<file path="config.mk">
export PLATFORM = sky130hd
export DESIGN_NAME = acc_dump_ctrl
export DESIGN_NICKNAME = d
export VERILOG_FILES = /design/src/rtl/acc_pkg.sv /design/src/rtl/sync_fifo.sv /design/src/rtl/acc_dump_ctrl.sv
export SDC_FILE = /design/constraint.sdc
export NUM_CORES = 1
export LEC_CHECK = 0
export ABC_AREA = 1
export CAP_MARGIN = 15
export CORE_MARGIN = 2
export CORE_UTILIZATION = 57
export CTS_BUF_LIST = sky130_fd_sc_hd__clkbuf_16
export DETAILED_ROUTE_END_ITERATION = 16
export GPL_TIMING_DRIVEN = 0
export PLACE_DENSITY = 0.8
export SLEW_MARGIN = 25
export SYNTH_ARGS = -nofsm -noshare
export SYNTH_HDL_FRONTEND = slang
export SYNTH_SLANG_ARGS = --single-unit
export TNS_END_PERCENT = 100
</file>
<file path="constraint.sdc">
create_clock -name clk -period 4.2 [get_ports clk]
set_input_delay 0.84 -clock clk [delete_from_list [all_inputs] [get_ports clk]]
set_output_delay 0.84 -clock clk [all_outputs]
set_load 0.005 [all_outputs]
</file>
<file path="src/rtl/acc_pkg.sv">
// Shared definitions for the accumulate-and-dump controller: FSM encoding and
// sequence-number width.
package acc_pkg;

  localparam int SEQ_W = 16;

  typedef enum logic [1:0] {
    ST_IDLE  = 2'd0,
    ST_CLEAR = 2'd1,
    ST_RUN   = 2'd2,
    ST_DUMP  = 2'd3
  } state_t;

endpackage : acc_pkg

</file>
<file path="src/rtl/sync_fifo.sv">
// Single-clock FIFO with a combinational read port: rd_data always shows the
// head entry, so it stays stable until the entry is popped.
module sync_fifo #(
  parameter int WIDTH = 48,
  parameter int DEPTH = 4
) (
  input  logic             clk,
  input  logic             rst,
  input  logic             wr_en,
  input  logic [WIDTH-1:0] wr_data,
  input  logic             rd_en,
  output logic [WIDTH-1:0] rd_data,
  output logic             full,
  output logic             empty
);

  localparam int AW = $clog2(DEPTH);
  localparam logic [AW:0] DEPTH_C = (AW+1)'(DEPTH);

  logic [WIDTH-1:0] r_mem [DEPTH];
  logic [AW-1:0]    r_wr_ptr;
  logic [AW-1:0]    r_rd_ptr;
  logic [AW:0]      r_count;
  logic             w_wr;
  logic             w_rd;

  assign full    = (r_count == DEPTH_C);
  assign empty   = (r_count == '0);
  assign w_wr    = wr_en && !full;
  assign w_rd    = rd_en && !empty;
  assign rd_data = r_mem[r_rd_ptr];

  // NOTE: storage has no reset; validity is tracked by r_count alone, so the
  // array can map onto plain RAM/flops without a reset tree.
  always_ff @(posedge clk) begin
    if (w_wr) r_mem[r_wr_ptr] <= wr_data;
  end

  // NOTE: sequential state uses non-blocking assignments so every flop samples
  // pre-edge values regardless of statement order.
  always_ff @(posedge clk or negedge rst) begin
    if (!rst) begin
      r_wr_ptr <= '0;
      r_rd_ptr <= '0;
      r_count  <= '0;
    end else begin
      if (w_wr) r_wr_ptr <= r_wr_ptr + 1'b1;
      if (w_rd) r_rd_ptr <= r_rd_ptr + 1'b1;
      case ({w_wr, w_rd})
        2'b10:   r_count <= r_count + 1'b1;
        2'b01:   r_count <= r_count - 1'b1;
        default: r_count <= r_count;
      endcase
    end
  end

endmodule : sync_fifo

</file>
<file path="src/rtl/acc_dump_ctrl.sv">
// Gates and clears an external accumulator, counts samples per integration and
// dumps each {result, seq} into an output FIFO.
module acc_dump_ctrl
  import acc_pkg::*;
#(
  parameter int INPUT_DATA_WIDTH = 32,
  parameter int ACC_LEN_WIDTH    = 16,
  parameter int FIFO_DEPTH       = 4
) (
  input  logic                        clk,
  input  logic                        rst,
  input  logic                        enable,
  input  logic [ACC_LEN_WIDTH-1:0]    acc_len,
  input  logic                        in_valid,
  output logic                        in_ready,
  output logic                        acc_en,
  output logic                        acc_clr,
  input  logic [INPUT_DATA_WIDTH-1:0] acc_data,
  output logic [INPUT_DATA_WIDTH-1:0] out_data,
  output logic [SEQ_W-1:0]            out_seq,
  output logic                        out_valid,
  input  logic                        out_ready
);

  localparam int FW = INPUT_DATA_WIDTH + SEQ_W;

  state_t                   r_state;
  state_t                   w_state_nxt;
  logic [ACC_LEN_WIDTH-1:0] r_count;
  logic [ACC_LEN_WIDTH-1:0] r_len_q;
  logic [SEQ_W-1:0]         r_seq;

  logic                     w_accept;
  logic                     w_last;
  logic                     w_full;
  logic                     w_empty;
  logic                     w_fifo_wr;
  logic [ACC_LEN_WIDTH-1:0] w_len_eff;
  logic [FW-1:0]            w_fifo_rd_data;

  assign w_len_eff = (acc_len == '0) ? ACC_LEN_WIDTH'(1) : acc_len;
  assign w_accept  = (r_state == ST_RUN) && in_valid;
  // r_count < r_len_q while running, so the increment cannot wrap.
  assign w_last    = w_accept && ((r_count + ACC_LEN_WIDTH'(1)) == r_len_q);
  assign w_fifo_wr = (r_state == ST_DUMP) && !w_full;

  assign in_ready  = (r_state == ST_RUN);
  assign acc_clr   = (r_state == ST_CLEAR);
  assign acc_en    = (r_state == ST_CLEAR) || w_accept;

  // NOTE: next state gets a default before the case so no path infers a latch.
  always_comb begin
    w_state_nxt = r_state;
    case (r_state)
      ST_IDLE:  if (enable) w_state_nxt = ST_CLEAR;
      ST_CLEAR: w_state_nxt = ST_RUN;
      ST_RUN:   if (w_last) w_state_nxt = ST_DUMP;
      ST_DUMP:  if (!w_full) w_state_nxt = enable ? ST_CLEAR : ST_IDLE;
      default:  w_state_nxt = ST_IDLE;
    endcase
  end

  always_ff @(posedge clk or negedge rst) begin
    if (!rst) begin
      r_state <= ST_IDLE;
      r_count <= '0;
      r_len_q <= ACC_LEN_WIDTH'(1);
      r_seq   <= '0;
    end else begin
      r_state <= w_state_nxt;
      case (r_state)
        ST_CLEAR: begin
          r_count <= '0;
          r_len_q <= w_len_eff;
        end
        ST_RUN:  if (w_accept) r_count <= r_count + ACC_LEN_WIDTH'(1);
        ST_DUMP: if (w_fifo_wr) r_seq <= r_seq + SEQ_W'(1);
        default: ;
      endcase
    end
  end

  // acc_data is sampled in DUMP, one cycle after the last accepted sample,
  // which is when the accumulator's registered sum is final.
  sync_fifo #(
    .WIDTH (FW),
    .DEPTH (FIFO_DEPTH)
  ) u_fifo (
    .clk     (clk),
    .rst     (rst),
    .wr_en   (w_fifo_wr),
    .wr_data ({acc_data, r_seq}),
    .rd_en   (out_ready),
    .rd_data (w_fifo_rd_data),
    .full    (w_full),
    .empty   (w_empty)
  );

  assign out_valid = !w_empty;
  assign out_data  = w_fifo_rd_data[FW-1:SEQ_W];
  assign out_seq   = w_fifo_rd_data[SEQ_W-1:0];

endmodule : acc_dump_ctrl

</file>
==> Word level (Yosys, flattened, before mapping) <==
Memory sizes are Yosys's and may differ from the RTL's.
Cells that the tools add are included.
{ "word_totals": {"output_inout_bits": 52, "ram_bits": 192, "reg_bits": 57, "mem_count": 1} }
{ "memory_table": {"columns": ["memory", "depth", "width", "rd", "rd_clocked_by_memory_dff", "wr", "line", "text"], "rows": [
  ["u_fifo.r_mem", 4, 48, 1, 0, 1, "sync_fifo.sv:20", "logic [WIDTH-1:0] r_mem [DEPTH];"]
]} }
{ "op_classes": {"n_reduce_logical": 16, "muxes": 11, "n_eq_ne": 11, "add_sub_neg": 6} }
{ "ops": {"columns": ["op", "count"], "rows": [
  ["adder 16 x 1 -> 16 bit, second input constant", 2],
  ["2-to-1 mux 16 bit", 2],
  ["one-hot mux 16 bit (2 select lines)", 1],
  ["== test 16 bit", 1],
  ["logical NOT 16 bit", 1],
  ["one-hot mux 2 bit (4 select lines)", 1],
  ["== test 2 bit, second input constant", 3],
  ["2-to-1 mux 2 bit", 3],
  ["one-hot mux 3 bit (2 select lines)", 1],
  ["logical AND 1 bit", 5],
  ["adder 2 x 1 -> 2 bit, second input constant", 2],
  ["== test 2 x 1 -> 1 bit, second input constant", 2],
  ["!= test 2 x 1 -> 1 bit, second input constant", 2],
  ["!= test 2 bit, second input constant", 2],
  ["AND reduction 2 bit", 2],
  ["nonzero test 2 bit", 2],
  ["adder 3 x 1 -> 3 bit, second input constant", 1],
  ["== test 3 bit, second input constant", 1],
  ["logical NOT 3 bit", 1],
  ["2-to-1 mux 1 bit", 3],
  ["AND reduction 3 bit", 1],
  ["subtractor 3 x 1 -> 3 bit, second input constant", 1],
  ["logical NOT 1 bit", 2],
  ["logical NOT 2 bit", 1],
  ["logical OR 1 bit", 1]
]} }

==> Depth between registers and ports, before layout <==
{ "depth": {"depth_word": 6, "mapped_depth": 16, "ltp_nobuf": 16} }

==> Cells and area by module <==
Synthesis repeated with hierarchy kept, for this count alone.
{ "unflattened": {"cells_unflattened": 965, "area_unflattened_um2": 11558.6} }
{ "by_module_without_submodules": {"columns": ["module", "instances", "cells_each", "area_each_um2"], "rows": [
  ["sync_fifo", 1, 622, 8743.4],
  ["acc_dump_ctrl", 1, 343, 2815.2]
]} }

==> Least setup slack after synthesis <==
OpenSTA, ideal clock, no wires.
{ "synth_path": {"path_kind": "flip-flop to flip-flop", "from": "reg r_state[0]", "to": "mem u_fifo.r_mem[0][0], enable pin", "setup_time_ns": 0.454, "stages_incl_launch_ff": 4, "setup_slack_ns": 0.969, "required_ns": 3.746, "t_arrival_ns": 2.777, "path_cell_list": "dfrtp_1 ha_1 nand2_4 nor2_1"} }
{ "synth_via": {"elab_chain_cells": 5} }
{ "synth_lines": {"columns": ["element", "line", "text"], "rows": [
  ["start: declaration", "acc_dump_ctrl.sv:27", "state_t r_state;"],
  ["start signal: assignment", "acc_dump_ctrl.sv:70", "r_state <= w_state_nxt;"],
  ["== test 2 bit", "acc_dump_ctrl.sv:45", "assign w_fifo_wr = (r_state == ST_DUMP) && !w_full;"],
  ["logical AND 1 bit", "acc_dump_ctrl.sv:45", null],
  ["logical AND 1 bit", "sync_fifo.sv:29", "assign w_wr = wr_en && !full;"],
  ["2-to-1 mux 1 bit", "sync_fifo.sv:36", "if (w_wr) r_mem[r_wr_ptr] <= wr_data;"],
  ["2-to-1 mux 1 bit (not written as such)", "sync_fifo.sv:36", null],
  ["end: declaration", "sync_fifo.sv:20", null]
]} }
Every way passes these cells.

==> Final worst setup path <==
{ "layout_path": {"from": "reg u_fifo.r_rd_ptr[0]", "to": "out out_data[28]"} }
{ "layout_via": {"elab_chain_cells": 1} }
{ "layout_lines": {"columns": ["element", "line", "text"], "rows": [
  ["start: declaration", "sync_fifo.sv:22", "logic [AW-1:0] r_rd_ptr;"],
  ["start signal: assignment", "sync_fifo.sv:48", "if (w_rd) r_rd_ptr <= r_rd_ptr + 1'b1;"],
  ["memory (4 x 48 bit)", null, null],
  ["end: declaration", "acc_dump_ctrl.sv:19", "output logic [INPUT_DATA_WIDTH-1:0] out_data,"]
]} }
Every way passes these cells.

==> flow_summary.toml <==
[setup_path]
max_stage_delay_ps = 550
cp-end-kind = "output port"
crit_slowest_cell = "clkdlybuf4s50_1"
rr_startpoint = "r_state[0]$_DFFE_PN0P_"
critical_path.cell_chain = "clkbuf_1 > clkinv_1 > clkbuf_1 > clkbuf_1 > nor2_1 > o22ai_1 > clkdlybuf4s50_1"
cp.arrival_ps = 3030
crit_top_cell = "clkbuf_1"
crit_type = "reg -> out"
crit_start = "u_fifo.r_rd_ptr[0]$_DFFE_PN0P_"
crit_buf_inv = 5
cpLargestDelayFamily = "buffers and inverters"
crit_required_ps = 3360
start_kind = "flip-flop"
cp_max_fo = 10

[logic_synthesis]
syn-num-nets = 940
postSynthAreaPerCell_sq_um = 11.7
ys_async_sr_fraction_pct = 22.9
synth_edf_count = 192
yosysUniqueCellTypes = 36
netlist_area_sq_um = 10300
yosysWarningCount = 0
ys_ff_latch = 249
synth_ff_type = "edfxtp_1"
netlist_instances = 875
ys_seq_area_share_pct = 70.1

[drt]
drtPass1Iterations = 4
vias_per_cell = 5.72
first_iter_violations = 586
via_count = 7220
final_antenna_net_count = 0
drc = 0
wl_per_cell_um = 18.0
wirelength_um = 22700

[floorplanning]
dieArea_sq_um = 19100
initial_core_util_pct = 57.7
pin_count = 105
num_rows = 49
core_area_sq_um = 17800
die_w_um = 138
die_y_um = 138

[clocking]
hold_buffers = 0
cts-root-buf = "clkbuf_16"
cts_sinks = 249
clk_pin_slew_ps = 60
cts_tree = "built"
clock_path_buffers = 3
clk_latency_ps = 530
cts_resized = 0
cts_setup_buffers = 0
cts-buffers-inserted = 25
cts-htree-levels = 1

[layout]
nFillCells = 1179
num_antenna_cells = 0
area_growth_pct = 23.7
final_nets = 1080
fin_cells = 1263
utilization_pct = 71.3
drive_above_1_share_pct = 6.67

[run_status]
run_status = "complete, no violations"

[global_routing]
grtUsageTotal_pct = 23.7
grt_pass1_wl_um = 36200
grt_start_max_net_pins = 30
antenna_found_initial = 0
first_global_vias = 7160
grt.overflow.total = 0

[min_path]
hold_path_class = "in -> async"

[power_and_ir_drop]
powerDensity_nw_per_um2 = 676
power_leakage_nw = 4.55
vdd_drop_max_v = 0.000386

[placement]
dp_cells = 1217
port_buffers = 104
dp_hpwl_um = 14600
place.gp.congestion = 0.854

[run]
maxCapViolations = 0

[sta]
relSlewSlack_pct = 58.0
worst_slew_pin_slew_ps = 628
slew_viol_final = 0
hold_viol = 0
period_minus_slack_ps = 3870
grt_setup_unrepaired = "false"
fmax_mhz = 259
period_share_pct = 92.1
whs_ps = 224
skew_ps = 29.8
setup_viol = 0
[registers in the layout, summed over array words and instances (netlist names)]
signal	flops
u_fifo.r_count	3
r_count	16
r_seq	16
r_len_q	16
u_fifo.r_wr_ptr	2
u_fifo.r_mem	192
r_state	2
u_fifo.r_rd_ptr	2
[cells by family after synthesis]
family                   synth area share [%]
adder cells (fa/ha/maj)                  1.54
XOR/XNOR                                 1.76
flip-flops                               70.1
AND/OR/NAND/NOR                          12.9
AO/OA/AOI/OAI                            9.94
multiplexers                            0.110
buffers and inverters                    3.64
[final cells by class]
class | instances | area [sq um] | area share, %
sequential | 249 | 7190 | 56.7
timing repair buffer | 113 | 1260 | 9.96
tap | 229 | 287 | 2.26
buffer | 36 | 136 | 1.08
clock buffer | 25 | 626 | 4.93
clock inverter | 21 | 223 | 1.76
multi-input combinational | 527 | 2720 | 21.4
inverter | 63 | 236 | 1.86
[final timing paths]
check,endpoint,slack (ps),cells after the start
max in group asynchronous,r_seq[3]$_DFFE_PN0P_,3460,2
setup / recovery,out_data[28],330,7
min in group clk,u_fifo.r_count[0]$_DFFE_PN0P_,480,1
setup reg to reg,r_count[3]$_DFFE_PN0P_,1760,8
hold / removal,r_count[15]$_DFFE_PN0P_,220,1
hold reg to reg,u_fifo.r_count[0]$_DFFE_PN0P_,480,1
[placed cells by master (no fill, tap or decap), types with 25 or more instances in the layout]
master,Yosys,final
clkbuf_16,0,25
o21ai_0,119,119
nand3_1,49,49
o22ai_1,59,59
clkdlybuf4s50_1,0,103
nand2_1,103,103
dfrtp_1,56,56
nor2_1,125,121
inv_1,61,65
clkbuf_1,35,35
edfxtp_1,192,192
[metrics by stage]
step           setup TNS [ps]  area [sq um]  power [mW]  setup WS [ps]
3_3_place_gp           -96180         11600        6.16           -546
5_1_grt                     0         12700        9.01            185
4_1_cts                     0         12700        8.61            339
6_report                    0         12700        8.58            332
3_5_place_dp                0         11800        6.32            867
2_1_floorplan               0         10300        4.82            969
[report_power, final]
group / switching [mW] / internal [mW] / leakage, nW
clock: 0.923 / 1.34 / 0.414
combinational: 1.71 / 1.30 / 1.67
sequential: 0.197 / 3.11 / 2.47
[metal layers]
layer | vias up | share of wire [%] | GRT usage (%) | routed length, um
li1 | 3390 | - | - | -
met1 | 3482 | 41 | 30.5 | 9210
met2 | 307 | 51 | 41.6 | 11500
met3 | 41 | 7.1 | 3.71 | 1610
met4 | 0 | 1.8 | 7.68 | 408
met5 | - | 0 | 0 | 0
[cell usage after synthesis, drive strengths merged (10+ instances only)]
library cell	number	area [sq um]
edfxtp	192	5770
o21ai	121	609
xor2	11	96.3
nor2	131	522
nand3	50	255
nand2	107	417
o22ai	59	369
ha	11	138
inv	62	233
dfrtp	56	1400
nand4	10	62.6
clkbuf	35	131
(Power assumes the default switching activity.)
